<file path="src/rtl/ioctl_loader.sv">
// ioctl_loader: replays a source image byte by byte onto the ioctl download bus; define IOCTL_LOADER_CHKSUM_EN to add the chksum output
module ioctl_loader #(
  parameter int ADDR_W    = 25,
  parameter int SETUP_CYC = 4,
  parameter int GAP_CYC   = 2,
  parameter int TAIL_CYC  = 4
) (
  input  logic              clk_sys,
  input  logic              reset,
  input  logic              start,
  input  logic [7:0]        index,
  input  logic [ADDR_W-1:0] len,
  output logic              busy,
  output logic              done,
  output logic              src_rd,
  output logic [ADDR_W-1:0] src_addr,
  input  logic [7:0]        src_data,
  input  logic              src_ack,
  output logic              ioctl_download,
  output logic [7:0]        ioctl_index,
  output logic [ADDR_W-1:0] ioctl_addr,
  output logic [7:0]        ioctl_dout,
  output logic              ioctl_wr,
  input  logic              ioctl_wait
`ifdef IOCTL_LOADER_CHKSUM_EN
  ,
  output logic [15:0]       chksum
`endif
);
  localparam int CW = 16;
  typedef enum logic [2:0] {IDLE, SETUP, FETCH, WRITE, GAP, TAIL, FIN} state_t;
  state_t state, state_n;
  logic [CW-1:0] cnt;
  logic [ADDR_W-1:0] len_m1;
  logic len_zero;
  assign src_addr = ioctl_addr;
  // state register; async reset lands straight in IDLE so src_rd/ioctl_wr drop at once
  always_ff @(posedge clk_sys or posedge reset)
    if (reset) state <= IDLE;
    else state <= state_n;
  // next-state decode plus the strobes that follow the state directly
  always_comb begin
    state_n = state;
    src_rd = state == FETCH;
    ioctl_wr = state == WRITE && !ioctl_wait;
    case (state)
      IDLE:  if (start) state_n = SETUP;
      SETUP: if (cnt == CW'(SETUP_CYC - 1)) state_n = len_zero ? TAIL : FETCH;
      FETCH: if (src_ack) state_n = WRITE;
      WRITE: if (!ioctl_wait) state_n = GAP;
      GAP:   if (!ioctl_wait && cnt == CW'(GAP_CYC - 1)) state_n = ioctl_addr == len_m1 ? TAIL : FETCH;
      TAIL:  if (cnt == CW'(TAIL_CYC - 1)) state_n = FIN;
      FIN:   state_n = IDLE;
      default: state_n = IDLE;
    endcase
  end
  // phase counter restarts on every state change and freezes in GAP while the receiver stalls
  always_ff @(posedge clk_sys or posedge reset)
    if (reset) cnt <= '0;
    else cnt <= (state_n != state) ? '0 : (state == GAP && ioctl_wait) ? cnt : cnt + 1'b1;
  // transfer registers: latched request, bus address/data, framing and handshake flags
  always_ff @(posedge clk_sys or posedge reset)
    if (reset) begin
      busy <= 1'b0;
      done <= 1'b0;
      ioctl_download <= 1'b0;
      ioctl_index <= '0;
      ioctl_addr <= '0;
      ioctl_dout <= '0;
      len_m1 <= '0;
      len_zero <= 1'b0;
    end else begin
      done <= state == FIN;
      if (state == IDLE && start) begin
        ioctl_index <= index;
        len_m1 <= len - 1'b1;
        len_zero <= len == '0;
        ioctl_download <= 1'b1;
        busy <= 1'b1;
        ioctl_addr <= '0;
      end
      if (state == FETCH && src_ack) ioctl_dout <= src_data;
      if (state == GAP && state_n == FETCH) ioctl_addr <= ioctl_addr + 1'b1;
      if (state == TAIL && state_n == FIN) ioctl_download <= 1'b0;
      if (state == FIN) busy <= 1'b0;
    end
`ifdef IOCTL_LOADER_CHKSUM_EN
  // running mod-2^16 sum of every byte strobed onto the bus
  always_ff @(posedge clk_sys or posedge reset)
    if (reset) chksum <= '0;
    else if (state == IDLE && start) chksum <= '0;
    else if (ioctl_wr) chksum <= chksum + 16'(ioctl_dout);
`endif
endmodule

</file>
<file path="config.mk">
export PLATFORM = sky130hd
export DESIGN_NAME = ioctl_loader
export DESIGN_NICKNAME = d
export VERILOG_FILES = /design/src/rtl/ioctl_loader.sv
export SDC_FILE = /design/constraint.sdc
export NUM_CORES = 1
export LEC_CHECK = 0
export ABC_AREA = 1
export CORE_AREA = 3 3 108 110
export DETAILED_ROUTE_END_ITERATION = 10
export DIE_AREA = 0 0 111 113
export PLACE_DENSITY = 0.84
export SLEW_MARGIN = 20
export SYNTH_ARGS = -nofsm -noshare
export SYNTH_HDL_FRONTEND = slang
export SYNTH_SLANG_ARGS = --single-unit
</file>
<file path="constraint.sdc">
create_clock -name clk_sys -period 4.1 [get_ports clk_sys]
set_input_delay 0.82 -clock clk_sys [delete_from_list [all_inputs] [get_ports clk_sys]]
set_output_delay 0.82 -clock clk_sys [all_outputs]
set_load 0.05 [all_outputs]
</file>
Word level (Yosys, flattened, before mapping)
Cells that the tools add are included.
- input bits: 46
- flip-flop bits (word level): 89
- logic and storage cells: 55
- $add $sub $neg: 3
- eq/ne operators: 13
- mux-type cells: 16
- reduce and logical (&&, ||, !) cells: 13
- operators by type and width (operator ; number):
    $mux W25 ; 2
    $mux W16 ; 2
    $add A25 B1 Y25 const B ; 1
    $eq A25 B25 Y1 ; 1
    $logic_not A25 Y1 ; 1
    $sub A25 B1 Y25 const B ; 1
    $mux W3 ; 8
    $pmux W3 S6 ; 1
    $add A16 B1 Y16 const B ; 1
    $eq A16 B1 Y1 const B ; 1
    $eq A16 B2 Y1 const B ; 1
    $eq A3 B3 Y1 const B ; 4
    $eq A3 B2 Y1 const B ; 3
    $logic_and A1 B1 Y1 ; 7
    $reduce_bool A2 Y1 ; 3
    $eq A3 B1 Y1 const B ; 1
    $logic_not A3 Y1 ; 1
    $mux W1 ; 3
    $ne A3 B3 Y1 ; 1
    $ne A2 B2 Y1 const B ; 1
    $logic_not A1 Y1 ; 1

Longest topological paths before layout
- depth after elaboration: 7
- mapped depth: 16
- depth with buffers taken out: 14

Worst setup path after synthesis
No wires, ideal clock.
- path type: input -> register
- from: input port ioctl_wait
- to: register cnt[1]
- path slack: 0.670 ns
- cell stages on the path: 8
- arrival time: 3.362 ns
- setup time: 0.068 ns
- data required time: 4.032 ns
- buffers on the path: 1
- cells stage by stage: nor4_1 -> a21oi_1 -> nand3_2 -> nand3_1 -> nand2_1 -> nand3_4 -> buf_12 -> nor2_4
- word-level cells in the longest chain between the ends: 6
- RTL lines (element ; line ; text):
    start, declared ; 24 ; input logic ioctl_wait
    $logic_not A1 Y1 ; 51 ; GAP: if (!ioctl_wait && cnt == CW'(GAP_CYC - 1)) state_n = ioctl_addr == len_m1 ? TAIL : FETCH;
    $logic_and A1 B1 Y1 ; 51 ;
    $mux W3 ; 51 ;
    $pmux W3 S6 ; 46 ; case (state)
    $ne A3 B3 Y1 ; 60 ; else cnt <= (state_n != state) ? '0 : (state == GAP && ioctl_wait) ? cnt : cnt + 1'b1;
    $ne A2 B2 Y1 (no source line) / $mux W16 (equally long branches) ; - ;
    end signal, assigned ; 60 ;
    end, declared ; 33 ; logic [CW-1:0] cnt;
Several ways; a longest one is shown, not always the timed one.
A chain may end at the register's enable or synchronous reset.

Final worst setup path
- from: input port ioctl_wait
- to: output port ioctl_wr
- word-level cells in the longest chain between the ends: 2
- RTL lines (element ; line ; text):
    $logic_not A1 Y1 ; 45 ; ioctl_wr = state == WRITE && !ioctl_wait;
    $logic_and A1 B1 Y1 ; 45 ;
    end, declared ; 23 ; output logic ioctl_wr,
Every way passes these cells.

==> run metrics <==
outcome finished, final reports clean; Clock Tree Buf Depth 2; met1 WL 6.05 mm; endpoint type of the worst setup path output port; Mapped Area 5560 sq um; Core Rows 38; DRC Markers 0; count leader, synth nand2_1; # hold bufs at CTS 0; Register Area 2230 sq um; Worst-Margin Slew 0.647 ns; Pwr Density 503 nW/um^2; IO buf count 116; CTS H-Tree Depth 3; Cells after Synth 755; initial antenna violation count 0; Die H 113 microns; clk root buf clkbuf_8; CP startpoint kind primary input; core area 10,800 sq um; Fin. Hold Viols 0; peak supply drop 0.444 mV; DP HPWL 9.55 mm; met2 wire length 5.88 mm; Iter 0 DRT Violations 502; clock network power share 0.196; CP Max Fanout 3; WHS 0.473 ns; most used flip-flop cell after synthesis dfrtp_1; syn nets 805; switching pwr 1.50 mW; CP required 3.28 ns; fin crit period 3.32 ns; GRT Resource Usage Total 0.210; WL met3 731 microns; max-slew violation count 0; Area Overhead vs Synth 23.4%; Filler cells 905; # nets final 894; share of cells above drive strength 1 0.0742; io pins 117; largest net degree at the start of global routing 54; Max Fclk 0.301 GHz; initial core utilization 0.516; Final period util 0.810; Setup violations, final 0; Antenna Violating Nets Remaining 0; Num CTS Buffers 9; LEAKAGE 3.09 nW; postcts setup bufs 0; internal power 1.96 mW; Slew HR 0.568; CTS sink cnt 89; Setup TNS 0 ns; Yosys reg bits 89; Yosys cell types 35; Combinational Power Share 0.436; post-synth top area share 0.400; placed cells 973; Max Cap Viol 0; top cells by count, synth nand2_1 (209), inv_1 (101), dfrtp_1 (89); clock latency on the worst-skew pair 0.37 ns; final core occ 0.636; Hold Path Class reg2reg; ANT cells 0; sequential area share after synthesis 0.400; Setup Skew 0.00810 ns; first-pass GRT wire length 21.7 mm; Async SR Flop Fraction 1.00; Avg WL per Cell 13.0 microns; Reg power frac 0.368; final WL 12.9 mm; Sw Share 0.434; WP data arrival 2.50 ns; Finished Layout Cells 989; clock slew at reported path FFs 0.09 ns; Vias per Instance 4.99; Synth area leader dfrtp_1; ranking of synthesized cells by area dfrtp_1 (40%), nand2_1 (14%), inv_1 (6.8%), xor2_1 (6.3%), nor2_1 (5.8%); Pre-antenna DRT Iters 5; synthesized area per cell 7.37 sq um; number of global-route vias before repair 4,585; GRT overflow 0; warnings from Yosys 0; unrepaired setup endpoints after global routing no; top sig layer met4; CTS tree yes; Die ar. 12,500 sq um; chip width 111 microns; CTS resizes 0; RD Place Congestion 0.867; critical path class in2out; Post-synth EDFFs 0; via count 4,936; area of the multi-input gates 2650 sq um
[cell type report]
class | instances | area share
timing repair buffer | 118 | 0.173
multi-input combinational | 520 | 0.386
clock buffer | 11 | 0.0206
clock inverter | 5 | 0.0115
sequential | 89 | 0.324
inverter | 106 | 0.0585
tap | 140 | 0.0255
[per-stage QoR]
stage / instance area [sq um] / setup WS [ns] / total power [mW]
floorplan: 5560 / 0.670 / 2.42
global placement: 6640 / 0.776 / 2.75
detailed placement: 6640 / 0.787 / 2.79
CTS: 6860 / 0.779 / 3.48
global route: 6860 / 0.701 / 3.69
finish: 6860 / 0.778 / 3.46
[worst max-delay path, stage by stage]
cell and delay (ns):
clkdlybuf4s50_1 0.46, nor4_1 0.35, clkdlybuf4s50_1 0.87
[final timing paths]
path | start | endpoint | slack (ns) | cells after the start
worst max-delay path | ioctl_wait | ioctl_wr | 0.78 | 3
worst min-delay path | ioctl_dout[6] | ioctl_dout[6] | 0.47 | 2
worst max register to register | cnt[0] | ioctl_addr[5] | 1.29 | 11
worst min register to register | ioctl_dout[6] | ioctl_dout[6] | 0.47 | 2
max in group asynchronous | reset | len_m1[4] | 2.58 | 3
min in group asynchronous | reset | state[2] | 0.83 | 2
[sequential cells by signal, indices dropped and copies added (netlist names)]
name            cells
ioctl_download      1
busy                1
ioctl_dout          8
len_m1             25
state               3
ioctl_index         8
ioctl_addr         25
len_zero            1
cnt                16
done                1
[power by group through the flow]
stage               clock (mW)  combinational, mW  sequential [mW]
detailed placement           0               1.51             1.28
finish                   0.677               1.51             1.27
global route             0.723               1.67             1.30
floorplan                    0              0.894             1.53
global placement             0               1.48             1.27
CTS                      0.691               1.52             1.26
[kinds of logic (layout without fill, tap and decap cells)]
kind of cell	after synthesis	after routing	share of synthesized area
DFF	89	89	0.400
and+or+nand+nor	403	403	0.325
adders and majority gates	4	4	0.00900
buffers and inverters	146	240	0.123
AOI/OAI and AO/OA	64	64	0.0650
xor gates and xnor gates	49	49	0.0771
[layer usage]
| metal | global-route usage | vias up |
|---|---|---|
| met4 | 0.0665 | 0 |
| met2 | 0.337 | 142 |
| met1 | 0.291 | 2264 |
| li1 | - | 2508 |
| met5 | 0 | - |
| met3 | 0.0396 | 22 |
[cells in the final DEF (no fill, tap or decap), drive strengths merged, types with 5 or more instances in the layout]
cell / Yosys / layout
a31oi: 5 / 5
clkbuf: 6 / 11
clkdlybuf4s50: 0 / 116
dfrtp: 89 / 89
inv: 106 / 105
nand2: 215 / 215
nand3: 37 / 37
nand4: 14 / 14
nor2: 105 / 105
nor3: 16 / 16
nor4: 7 / 7
o21ai: 37 / 37
o22ai: 15 / 15
or2: 8 / 8
xnor2: 9 / 9
xor2: 40 / 40
(Power assumes the default switching activity.)
